<file path="src/rtl/rv_pkg.sv">
// Shared core definitions: default widths, reset vector, PC FSM states and alignment mask.
package rv_pkg;

  localparam int unsigned XLEN_DEF      = 32;
  localparam int unsigned RESET_VEC_DEF = 0;

  // Low address bits that must be zero for a 4-byte aligned instruction address.
  localparam logic [1:0] ALIGN_MASK = 2'b11;

  typedef enum logic [1:0] {
    START = 2'd0,
    RUN   = 2'd1,
    PEND  = 2'd2
  } pc_state_t;

endpackage

</file>
<file path="src/rtl/pc_gen_if.sv">
// Instruction-memory fetch handshake (same-cycle req/gnt).
//   imem_req_o  : fetch request, held until granted
//   imem_addr_o : fetch address, stable while the request is outstanding
//   imem_gnt_i  : memory accepts the current request this cycle
interface pc_gen_if #(
  parameter int unsigned XLEN = 32
);

  logic            imem_req_o;
  logic [XLEN-1:0] imem_addr_o;
  logic            imem_gnt_i;

  modport master (
    output imem_req_o,
    output imem_addr_o,
    input  imem_gnt_i
  );

  modport slave (
    input  imem_req_o,
    input  imem_addr_o,
    output imem_gnt_i
  );

endinterface

</file>
<file path="src/rtl/pc_gen.sv">
// Program counter and fetch-request generator.
// Ports:
//   clk, rst_n          : clock, asynchronous active-low reset
//   stall_i             : hold PC, suppress issue of a new request
//   branch_i/_addr_i    : taken branch and target (must be 4-byte aligned)
//   trap_i/_addr_i      : trap redirect and vector (low 2 bits forced to 0)
//   imem                : fetch handshake (master side)
//   pc_o                : current PC (same as imem_addr_o)
//   fetch_valid_o/_kill_o : qualification of the fetch accepted this cycle
//   misalign_o          : one-cycle pulse after a misaligned branch target
module pc_gen
  import rv_pkg::*;
#(
  parameter int unsigned     XLEN      = XLEN_DEF,
  parameter logic [XLEN-1:0] RESET_VEC = XLEN'(RESET_VEC_DEF),
  parameter int unsigned     STEP      = 4
) (
  input  logic            clk,
  input  logic            rst_n,
  input  logic            stall_i,
  input  logic            branch_i,
  input  logic [XLEN-1:0] branch_addr_i,
  input  logic            trap_i,
  input  logic [XLEN-1:0] trap_addr_i,
  pc_gen_if.master        imem,
  output logic [XLEN-1:0] pc_o,
  output logic            fetch_valid_o,
  output logic            fetch_kill_o,
  output logic            misalign_o
);

  localparam logic [XLEN-1:0] ADDR_MASK = ~XLEN'(ALIGN_MASK);
  localparam logic [XLEN-1:0] STEP_W    = XLEN'(STEP);

  pc_state_t       state_q;
  logic [XLEN-1:0] pc_q;
  logic [XLEN-1:0] pend_addr_q;
  logic            pend_trap_q;
  logic            outst_q;
  logic            misalign_q;

  logic            br_misaligned;
  logic            br_ok;
  logic [XLEN-1:0] trap_tgt;
  logic            redir_vld;
  logic [XLEN-1:0] redir_tgt;
  logic            req;
  logic            gnt;
  logic            acc;
  logic [XLEN-1:0] pend_addr_nxt;
  logic            pend_trap_nxt;

  assign gnt = imem.imem_gnt_i;

  // Redirect priority: trap > aligned branch > none.
  always_comb begin
    br_misaligned = |(branch_addr_i[1:0] & ALIGN_MASK);
    br_ok         = branch_i & ~br_misaligned;
    trap_tgt      = trap_addr_i & ADDR_MASK;
    redir_vld     = trap_i | br_ok;
    redir_tgt     = trap_i ? trap_tgt : branch_addr_i;
  end

  // Request: held while outstanding, forced in PEND, gated by stall in RUN.
  always_comb begin
    req = 1'b0;
    unique case (state_q)
      START:   req = 1'b0;
      RUN:     req = outst_q | ~stall_i;
      PEND:    req = 1'b1;
      default: req = 1'b0;
    endcase
  end

  // Pending redirect update: a trap always overwrites, a branch only if no trap is latched.
  always_comb begin
    pend_addr_nxt = pend_addr_q;
    pend_trap_nxt = pend_trap_q;
    if (trap_i) begin
      pend_addr_nxt = trap_tgt;
      pend_trap_nxt = 1'b1;
    end else if (br_ok && !pend_trap_q) begin
      pend_addr_nxt = branch_addr_i;
    end
  end

  // Fetch qualification: anything accepted in PEND or alongside a redirect is wrong-path.
  always_comb begin
    acc           = req & gnt;
    fetch_kill_o  = acc & ((state_q == PEND) | redir_vld);
    fetch_valid_o = acc & ~fetch_kill_o;
  end

  assign imem.imem_req_o  = req;
  assign imem.imem_addr_o = pc_q;
  assign pc_o             = pc_q;
  assign misalign_o       = misalign_q;

  // PC state machine.
  always_ff @(posedge clk or negedge rst_n) begin
    if (!rst_n) begin
      state_q     <= START;
      pc_q        <= RESET_VEC;
      pend_addr_q <= '0;
      pend_trap_q <= 1'b0;
      outst_q     <= 1'b0;
      misalign_q  <= 1'b0;
    end else begin
      outst_q    <= req & ~gnt;
      misalign_q <= (state_q != START) & branch_i & ~trap_i & br_misaligned;
      unique case (state_q)
        START: state_q <= RUN;
        RUN: begin
          if (redir_vld) begin
            if (req && !gnt) begin
              pend_addr_q <= redir_tgt;
              pend_trap_q <= trap_i;
              state_q     <= PEND;
            end else begin
              pc_q <= redir_tgt;
            end
          end else if (acc) begin
            pc_q <= pc_q + STEP_W;
          end
        end
        PEND: begin
          if (gnt) begin
            pc_q        <= pend_addr_nxt;
            pend_addr_q <= '0;
            pend_trap_q <= 1'b0;
            state_q     <= RUN;
          end else begin
            pend_addr_q <= pend_addr_nxt;
            pend_trap_q <= pend_trap_nxt;
          end
        end
        default: state_q <= START;
      endcase
    end
  end

endmodule

</file>
<file path="src/flat_wrapper.sv">
// flat-port wrapper written by rule: the top's interface ports become plain ports
module pc_gen_flat import rv_pkg::*;
#(
  parameter int unsigned     XLEN      = XLEN_DEF,
  parameter logic [XLEN-1:0] RESET_VEC = XLEN'(RESET_VEC_DEF),
  parameter int unsigned     STEP      = 4
)
  (clk, rst_n, stall_i, branch_i, branch_addr_i, trap_i, trap_addr_i, pc_o, fetch_valid_o, fetch_kill_o, misalign_o, imem_imem_req_o, imem_imem_addr_o, imem_imem_gnt_i);
  pc_gen_if #(.XLEN(XLEN)) imem_i ();
  input  logic clk;
  input  logic rst_n;
  input  logic stall_i;
  input  logic branch_i;
  input  logic [XLEN-1:0] branch_addr_i;
  input  logic trap_i;
  input  logic [XLEN-1:0] trap_addr_i;
  output logic [XLEN-1:0] pc_o;
  output logic fetch_valid_o;
  output logic fetch_kill_o;
  output logic misalign_o;
  output wire logic [$bits(imem_i.imem_req_o)-1:0] imem_imem_req_o;
  output wire logic [$bits(imem_i.imem_addr_o)-1:0] imem_imem_addr_o;
  input wire logic [$bits(imem_i.imem_gnt_i)-1:0] imem_imem_gnt_i;
  assign imem_imem_req_o = imem_i.imem_req_o;
  assign imem_imem_addr_o = imem_i.imem_addr_o;
  assign imem_i.imem_gnt_i = imem_imem_gnt_i;
  pc_gen #(.XLEN(XLEN), .RESET_VEC(RESET_VEC), .STEP(STEP)) u_core (.clk(clk), .rst_n(rst_n), .stall_i(stall_i), .branch_i(branch_i), .branch_addr_i(branch_addr_i), .trap_i(trap_i), .trap_addr_i(trap_addr_i), .imem(imem_i), .pc_o(pc_o), .fetch_valid_o(fetch_valid_o), .fetch_kill_o(fetch_kill_o), .misalign_o(misalign_o));
endmodule
</file>
<file path="config.mk">
export PLATFORM = sky130hd
export DESIGN_NAME = pc_gen_flat
export DESIGN_NICKNAME = d
export VERILOG_FILES = /design/src/rtl/rv_pkg.sv /design/src/rtl/pc_gen_if.sv /design/src/rtl/pc_gen.sv /design/src/flat_wrapper.sv
export SDC_FILE = /design/constraint.sdc
export NUM_CORES = 1
export LEC_CHECK = 0
export BUFFER_PORTS_ARGS = -buffer_cell sky130_fd_sc_hd__buf_2
export CAP_MARGIN = 5
export CORE_MARGIN = 4
export CORE_UTILIZATION = 25
export CTS_BUF_LIST = sky130_fd_sc_hd__clkbuf_4 sky130_fd_sc_hd__clkbuf_8
export CTS_CLUSTER_DIAMETER = 200
export DETAILED_ROUTE_END_ITERATION = 7
export GPL_ROUTABILITY_DRIVEN = 0
export GPL_TIMING_DRIVEN = 0
export HOLD_SLACK_MARGIN = 0.06
export SYNTH_ARGS = -nofsm -noshare
export SYNTH_HDL_FRONTEND = slang
export SYNTH_SLANG_ARGS = --single-unit
</file>
<file path="constraint.sdc">
create_clock -name clk -period 3.3 [get_ports clk]
set_clock_uncertainty 0.15 [all_clocks]
set_input_delay 0.33 -clock clk [delete_from_list [all_inputs] [get_ports clk]]
set_output_delay 0.33 -clock clk [all_outputs]
set_load 0.02 [all_outputs]
</file>
# == After elaboration in Yosys (flattened, before gate mapping) ==
# Cells that the tools add are included.
# word_totals
ff_bits,69
wordCells,65
out_inout_bits,68
input_bits,70
# classes
n_eq_ne,8
n_bitwise,16
n_addsub,1
reduce_logical,12
n_mux,22
# ops
cell,n
2-to-1 mux 32 bit,10
case mux 32 bit (2 select lines),2
adder 32 x 3 -> 32 bit (second input constant),1
AND 1 bit,8
AND reduction 4 bit,2
2-to-1 mux 2 bit,3
!= test 3 bit (second input constant),2
case mux 2 bit (3 select lines),1
AND reduction 3 bit,2
NOT 1 bit,5
2-to-1 mux 1 bit,4
!= test 2 x 1 -> 1 bit (second input constant),2
case mux 1 bit (2 select lines),2
nonzero test 2 bit,2
!= test 3 x 1 -> 1 bit (second input constant),1
OR 1 bit,3
== test 2 x 1 -> 1 bit (second input constant),1
== test 2 bit (second input constant),1
logical AND 1 bit,2
logical NOT 1 bit,2
logical NOT 2 bit,1
!= test 2 bit (second input constant),1
OR reduction 2 bit,1

# == Depth between registers and ports, before layout ==
# logic_depth
ltp_word,8
depth_mapped,10
ltp_nobuf,7

# == Worst setup path before layout ==
# OpenSTA, ideal clock, no wires.
# synth_timing
path_type,reg-to-reg
start,register u_core.state_q[0]
end,"register u_core.pc_q[2], in the netlist u_core.imem.imem_addr_o[2]"
stages_incl_launch_ff,10
setup_time_ps,69
arrival_ps,2588
slack_ps,493
t_required_ps,3081
path_buffers,2
synth_period_minus_slack_ps,2807
path_cell_list,dfrtp_1 inv_1 ha_1 clkbuf_1 o21ai_0 o2111a_1 or4_1 buf_2 or4_1 nand3_1
# synth_via
elab_chain_len,5
word_cells_on_any_way,11
cone_classes,5 x eq/ne; 2 x mux; 1 x bitwise; 3 x reduce/logical
# synth_lines
element,line,source
start: declaration,pc_gen.sv:35,pc_state_t state_q;
start signal: assignment,pc_gen.sv:102,state_q <= START;
start signal: assignment,pc_gen.sv:112,START: state_q <= RUN;
start signal: assignment,pc_gen.sv:118,state_q <= PEND;
== test 2 bit or == test 2 x 1 -> 1 bit (tied branches),"pc_gen.sv:67, pc_gen.sv:111",
case mux 1 bit (2 select lines),pc_gen.sv:67,unique case (state_q)
AND 1 bit or logical AND 1 bit (tied branches),"pc_gen.sv:89, pc_gen.sv:115",
!= test 3 x 1 -> 1 bit (no line) or != test 3 bit (tied branches),-,
AND reduction 4 bit (no line),-,
end signal: assignment,pc_gen.sv:120,pc_q <= redir_tgt;
end signal: assignment,pc_gen.sv:123,pc_q <= pc_q + STEP_W;
end signal: assignment,pc_gen.sv:128,pc_q <= pend_addr_nxt;
end: declaration,pc_gen.sv:36,logic [XLEN-1:0] pc_q;
# Several ways; a longest one is shown, not always the timed one.
# A chain may end at the register's enable or synchronous reset.

# == Worst setup path after layout ==
# layout_timing
start,register u_core.state_q[0]
end,output port fetch_valid_o
# layout_via
elab_chain_len,6
word_cells_on_any_way,8
cone_classes,2 x eq/ne; 1 x mux; 5 x bitwise
# layout_lines
element,line,source
== test 2 bit or == test 2 x 1 -> 1 bit (tied branches),"pc_gen.sv:67, pc_gen.sv:90",
case mux 1 bit (2 select lines),pc_gen.sv:67,
AND 1 bit,pc_gen.sv:89,acc = req & gnt;
AND 1 bit,pc_gen.sv:90,fetch_kill_o = acc & ((state_q == PEND) | redir_vld);
NOT 1 bit,pc_gen.sv:91,fetch_valid_o = acc & ~fetch_kill_o;
AND 1 bit *,pc_gen.sv:91,
end: declaration,flat_wrapper.sv:18,output logic fetch_valid_o;
# Every way passes the cells marked *; elsewhere a longest branch is shown, timed or not.

==> flow_summary_export.csv <==
group,metric,value,unit
grt,antenna_found_initial,1,
sta,rsz0062_at_grt,"false",
sta,setup_viol,0,
yosys,synth_area_per_cell,7.87,sq um
route,drtAntennaViolNets,0,
route,vias,6023,
sta,slew_headroom,16.3,%
layout,nets,882,
worst_setup_path,cp_slowest_cell,"dfrtp_1",
clock_tree,insertion_delay,380,ps
worst_setup_path,crit_path_start_kind,"flop",
layout,postLayoutCellArea,0.00647,sq mm
yosys,yosysUniqueCellTypes,62,
yosys,synth_enable_flop_cells,0,
worst_setup_path,r2r_slack,210,ps
yosys,synthArstFlopShare,100,%
layout,area_growth,24.4,%
floorplanning,rows,52,
sta,fin_crit,3130,ps
worst_setup_path,critPathCapture,"fetch_valid_o",
layout,multi_input_area,0.00303,sq mm
yosys,yosys_warnings,0,
placed_design,io_buffers,133,
route,drt-pass1-iter-count,5,
power_and_ir_drop,p_total,6.45,mW
worst_setup_path,cp-startpoint,"u_core.state_q[0]",
clock_tree,post_cts_buffers,0,
layout,num-fill-cells,2216,
floorplanning,fp.dieH,152,um
route,viasPerCell,5.57,
floorplanning,initial_core_util,25.6,%
power_and_ir_drop,p_leak,2.78,nW
yosys,synth_nets,737,
yosys,syn-cell-area,0.00520,sq mm
power_and_ir_drop,powerDensity,997,mW/mm^2
sta,setup_ws,166,ps
placed_design,dp_slack,-278,ps
sta,tightest_slew,1240,ps
clock_tree,clockBufferDepth,2,
sta,setup_tns,0,ps
route,post-route-drc-count,0,
clock_tree,cts_tree,"done",
grt,grt_usage,18.6,%
worst_setup_path,path_max_fanout,10,
flow_run,drv_cap,0,
worst_setup_path,critPathMaxStageDelay,420,ps
layout,drive_above_1_share,27.7,%
clock_tree,cts_buffers,9,
sta,whs,102,ps
worst_setup_path,r2r-start,"u_core.state_q[0]",
placed_design,dpl.hpwl,17000,um
yosys,ys_ff_latch,69,
yosys,ys.flop_type,"dfrtp_1",
clock_tree,cts-htree-levels,3,
floorplanning,die_w,152,um
worst_setup_path,r2r_end,"u_core.imem.imem_addr_o[15]",
clock_tree,clkTransAtPathRegs,80,ps
layout,post-route-util,31.8,%
sta,fin_crit_sh,95.0,%
sta,hold_viol_final,0,
floorplanning,core-area,0.0204,sq mm
layout,final_cells,1081,
clock_tree,clock-root-buffer,"clkbuf_8",
clock_tree,cts.sinks,69,
route,drt_iter0_markers,748,
worst_setup_path,cpMostUsedCell,"nor2_1",
route,finalWirelength,22600,um
grt,grt_overflow,0,
placed_design,placed_area,0.00624,sq mm
placed_design,place_inst,1065,
grt,grt_max_degree,49,
layout,diodes,0,
min_path,hold_class,"in -> reg",
yosys,synth_seq_area_share,33.2,%
worst_setup_path,cp.required,2820,ps
worst_setup_path,rr_worst_depth,9,
yosys,syn_inst,661,
floorplanning,dieArea,0.0232,sq mm
worst_setup_path,critPathCaptureType,"output pin",
power_and_ir_drop,vdd_drop_max,0.282,mV
worst_setup_path,path_cells,"inv_1, ha_1, clkbuf_1, nor2_1, nand2_1, clkbuf_2, nor2_1, buf_2",
sta,fmax,319,MHz
route,wl_per_cell,20.9,um
floorplanning,io_pins,138,
worst_setup_path,path_class,"reg -> out",
outcome,outcome,"finished clean",
grt,grt_pass1_wl,34100,um
layout,seqCellArea,0.00173,sq mm
sta,slew_viol_final,0,
grt,grt_pass1_vias,5684,
worst_setup_path,worstPathArrival,2650,ps
-- metal layers --
layer  vias up  share of wire, %  track usage, %
met1      2864                43            25.4
met3        64               8.4            3.21
met4         2               3.7            7.88
met2       375                45            29.0
li1       2718                 -               -
met5         -             0.031               0
-- cell families (layout without fill, tap and decap cells) --
logic type      Yosys count  count (layout)  share of synthesized area (%)
mux                      23              23                           4.52
fa+ha+maj                 6               6                           1.44
compound gates          226             226                           28.9
simple gates            242             242                           22.4
buf+inv                  92             242                           9.13
flops                    69              69                           33.2
xor+xnor                  3               3                          0.505
-- area by class of cell --
class	count	area share, %
plain buffers	79	6.65
clock buffers	12	2.36
repair buffers	135	10.9
clock inverters	4	0.735
flip-flops and latches	69	26.7
inverters	12	0.696
well taps	270	5.22
multi-input cells	500	46.8
-- state kept, by name, indices dropped and copies added (netlist names) --
register	flops
u_core.state_q	2
u_core.pend_trap_q	1
u_core.pend_addr_q	32
u_core.misalign_o	1
u_core.outst_q	1
u_core.imem.imem_addr_o	32
-- worst max-delay path, delay by kind of cell, from the launching register on --
kind / cells / cell delay [ps]
adder cells (fa/ha/maj): 1 / 160
flip-flops: 1 / 420
AND/OR/NAND/NOR: 3 / 650
buffers and inverters: 4 / 1020
-- repair_timing --
action | 4_1_cts | 5_1_grt
resized for setup | 2 | 8
endpoints found under the hold margin | 21 | 0
gates cloned | 0 | 0
hold buffers | 1 | 0
setup endpoints to repair | 17 | 12
-- synth_stat cells (all sizes together), types with 3 or more instances --
library cell / instances / area (sq um)
nand2: 79 / 297
dfrtp: 69 / 1730
o21ai: 63 / 315
a21oi: 58 / 290
nor2: 55 / 206
clkbuf: 42 / 158
buf: 38 / 273
nand3: 38 / 190
mux2i: 19 / 190
nand4: 15 / 93.8
inv: 12 / 45.0
o22a: 12 / 105
a21boi: 11 / 82.6
o221a: 11 / 124
and3: 10 / 62.6
nor3: 10 / 50.1
nand2b: 9 / 56.3
a31oi: 7 / 43.8
nor4: 7 / 62.6
o211ai: 7 / 52.6
o31ai: 7 / 52.6
ha: 6 / 75.1
a211oi: 5 / 37.5
or2: 5 / 31.3
a32o: 4 / 40.0
mux2: 4 / 45.0
o221ai: 4 / 35.0
a21o: 3 / 22.5
a2bb2oi: 3 / 26.3
a31o: 3 / 26.3
a32oi: 3 / 26.3
and2: 3 / 18.8
o311ai: 3 / 26.3
or4: 3 / 22.5
xor2: 3 / 26.3
-- report_power, final --
group / switching [mW] / internal (mW)
Sequential: 0.493 / 1.26
Combinational: 2.48 / 1.48
Clock: 0.352 / 0.384
Total: 3.32 / 3.13
-- worst min path at each step --
| stage | endpoint | depth (start not counted) | slack, ps | startpoint |
|---|---|---|---|---|
| after floorplan | u_core.imem.imem_addr_o[0] | 0 | -120 | rst_n |
| after global placement | u_core.pend_addr_q[8] | 2 | 310 | u_core.pend_addr_q[8] |
| after detailed placement | u_core.pend_addr_q[4] | 1 | 110 | rst_n |
| after CTS | u_core.misalign_o | 3 | 100 | branch_i |
| after global routing | u_core.misalign_o | 3 | 130 | branch_i |
| final | u_core.misalign_o | 3 | 100 | branch_i |
-- layout by cell type, fill, tap and decap left out, types with 4 or more instances in the layout --
cell      Yosys  layout
or2_2         5       5
a31oi_1       7       7
ha_1          6       5
mux2_2        4       4
o22a_1       12      12
nand2_1      79      79
nand2b_1      9       9
o21ai_0      62      61
clkbuf_1     42      38
o221a_2      11      11
and3_1       10      10
o31ai_1       7       7
clkbuf_8      0      10
dfrtp_1      69      69
buf_2         5     137
a21oi_1      58      58
o211ai_1      7       7
a211oi_1      5       5
nand3_1      38      38
o221ai_1      4       4
mux2i_1      19      19
buf_4        33      34
nor2_1       55      54
nor4_1        4       4
nand4_1      15      15
inv_1        11      11
nor3_1       10      10
a32o_1        4       4
a21boi_0     11      11
Note: power is estimated with default switching activity, not from simulation.
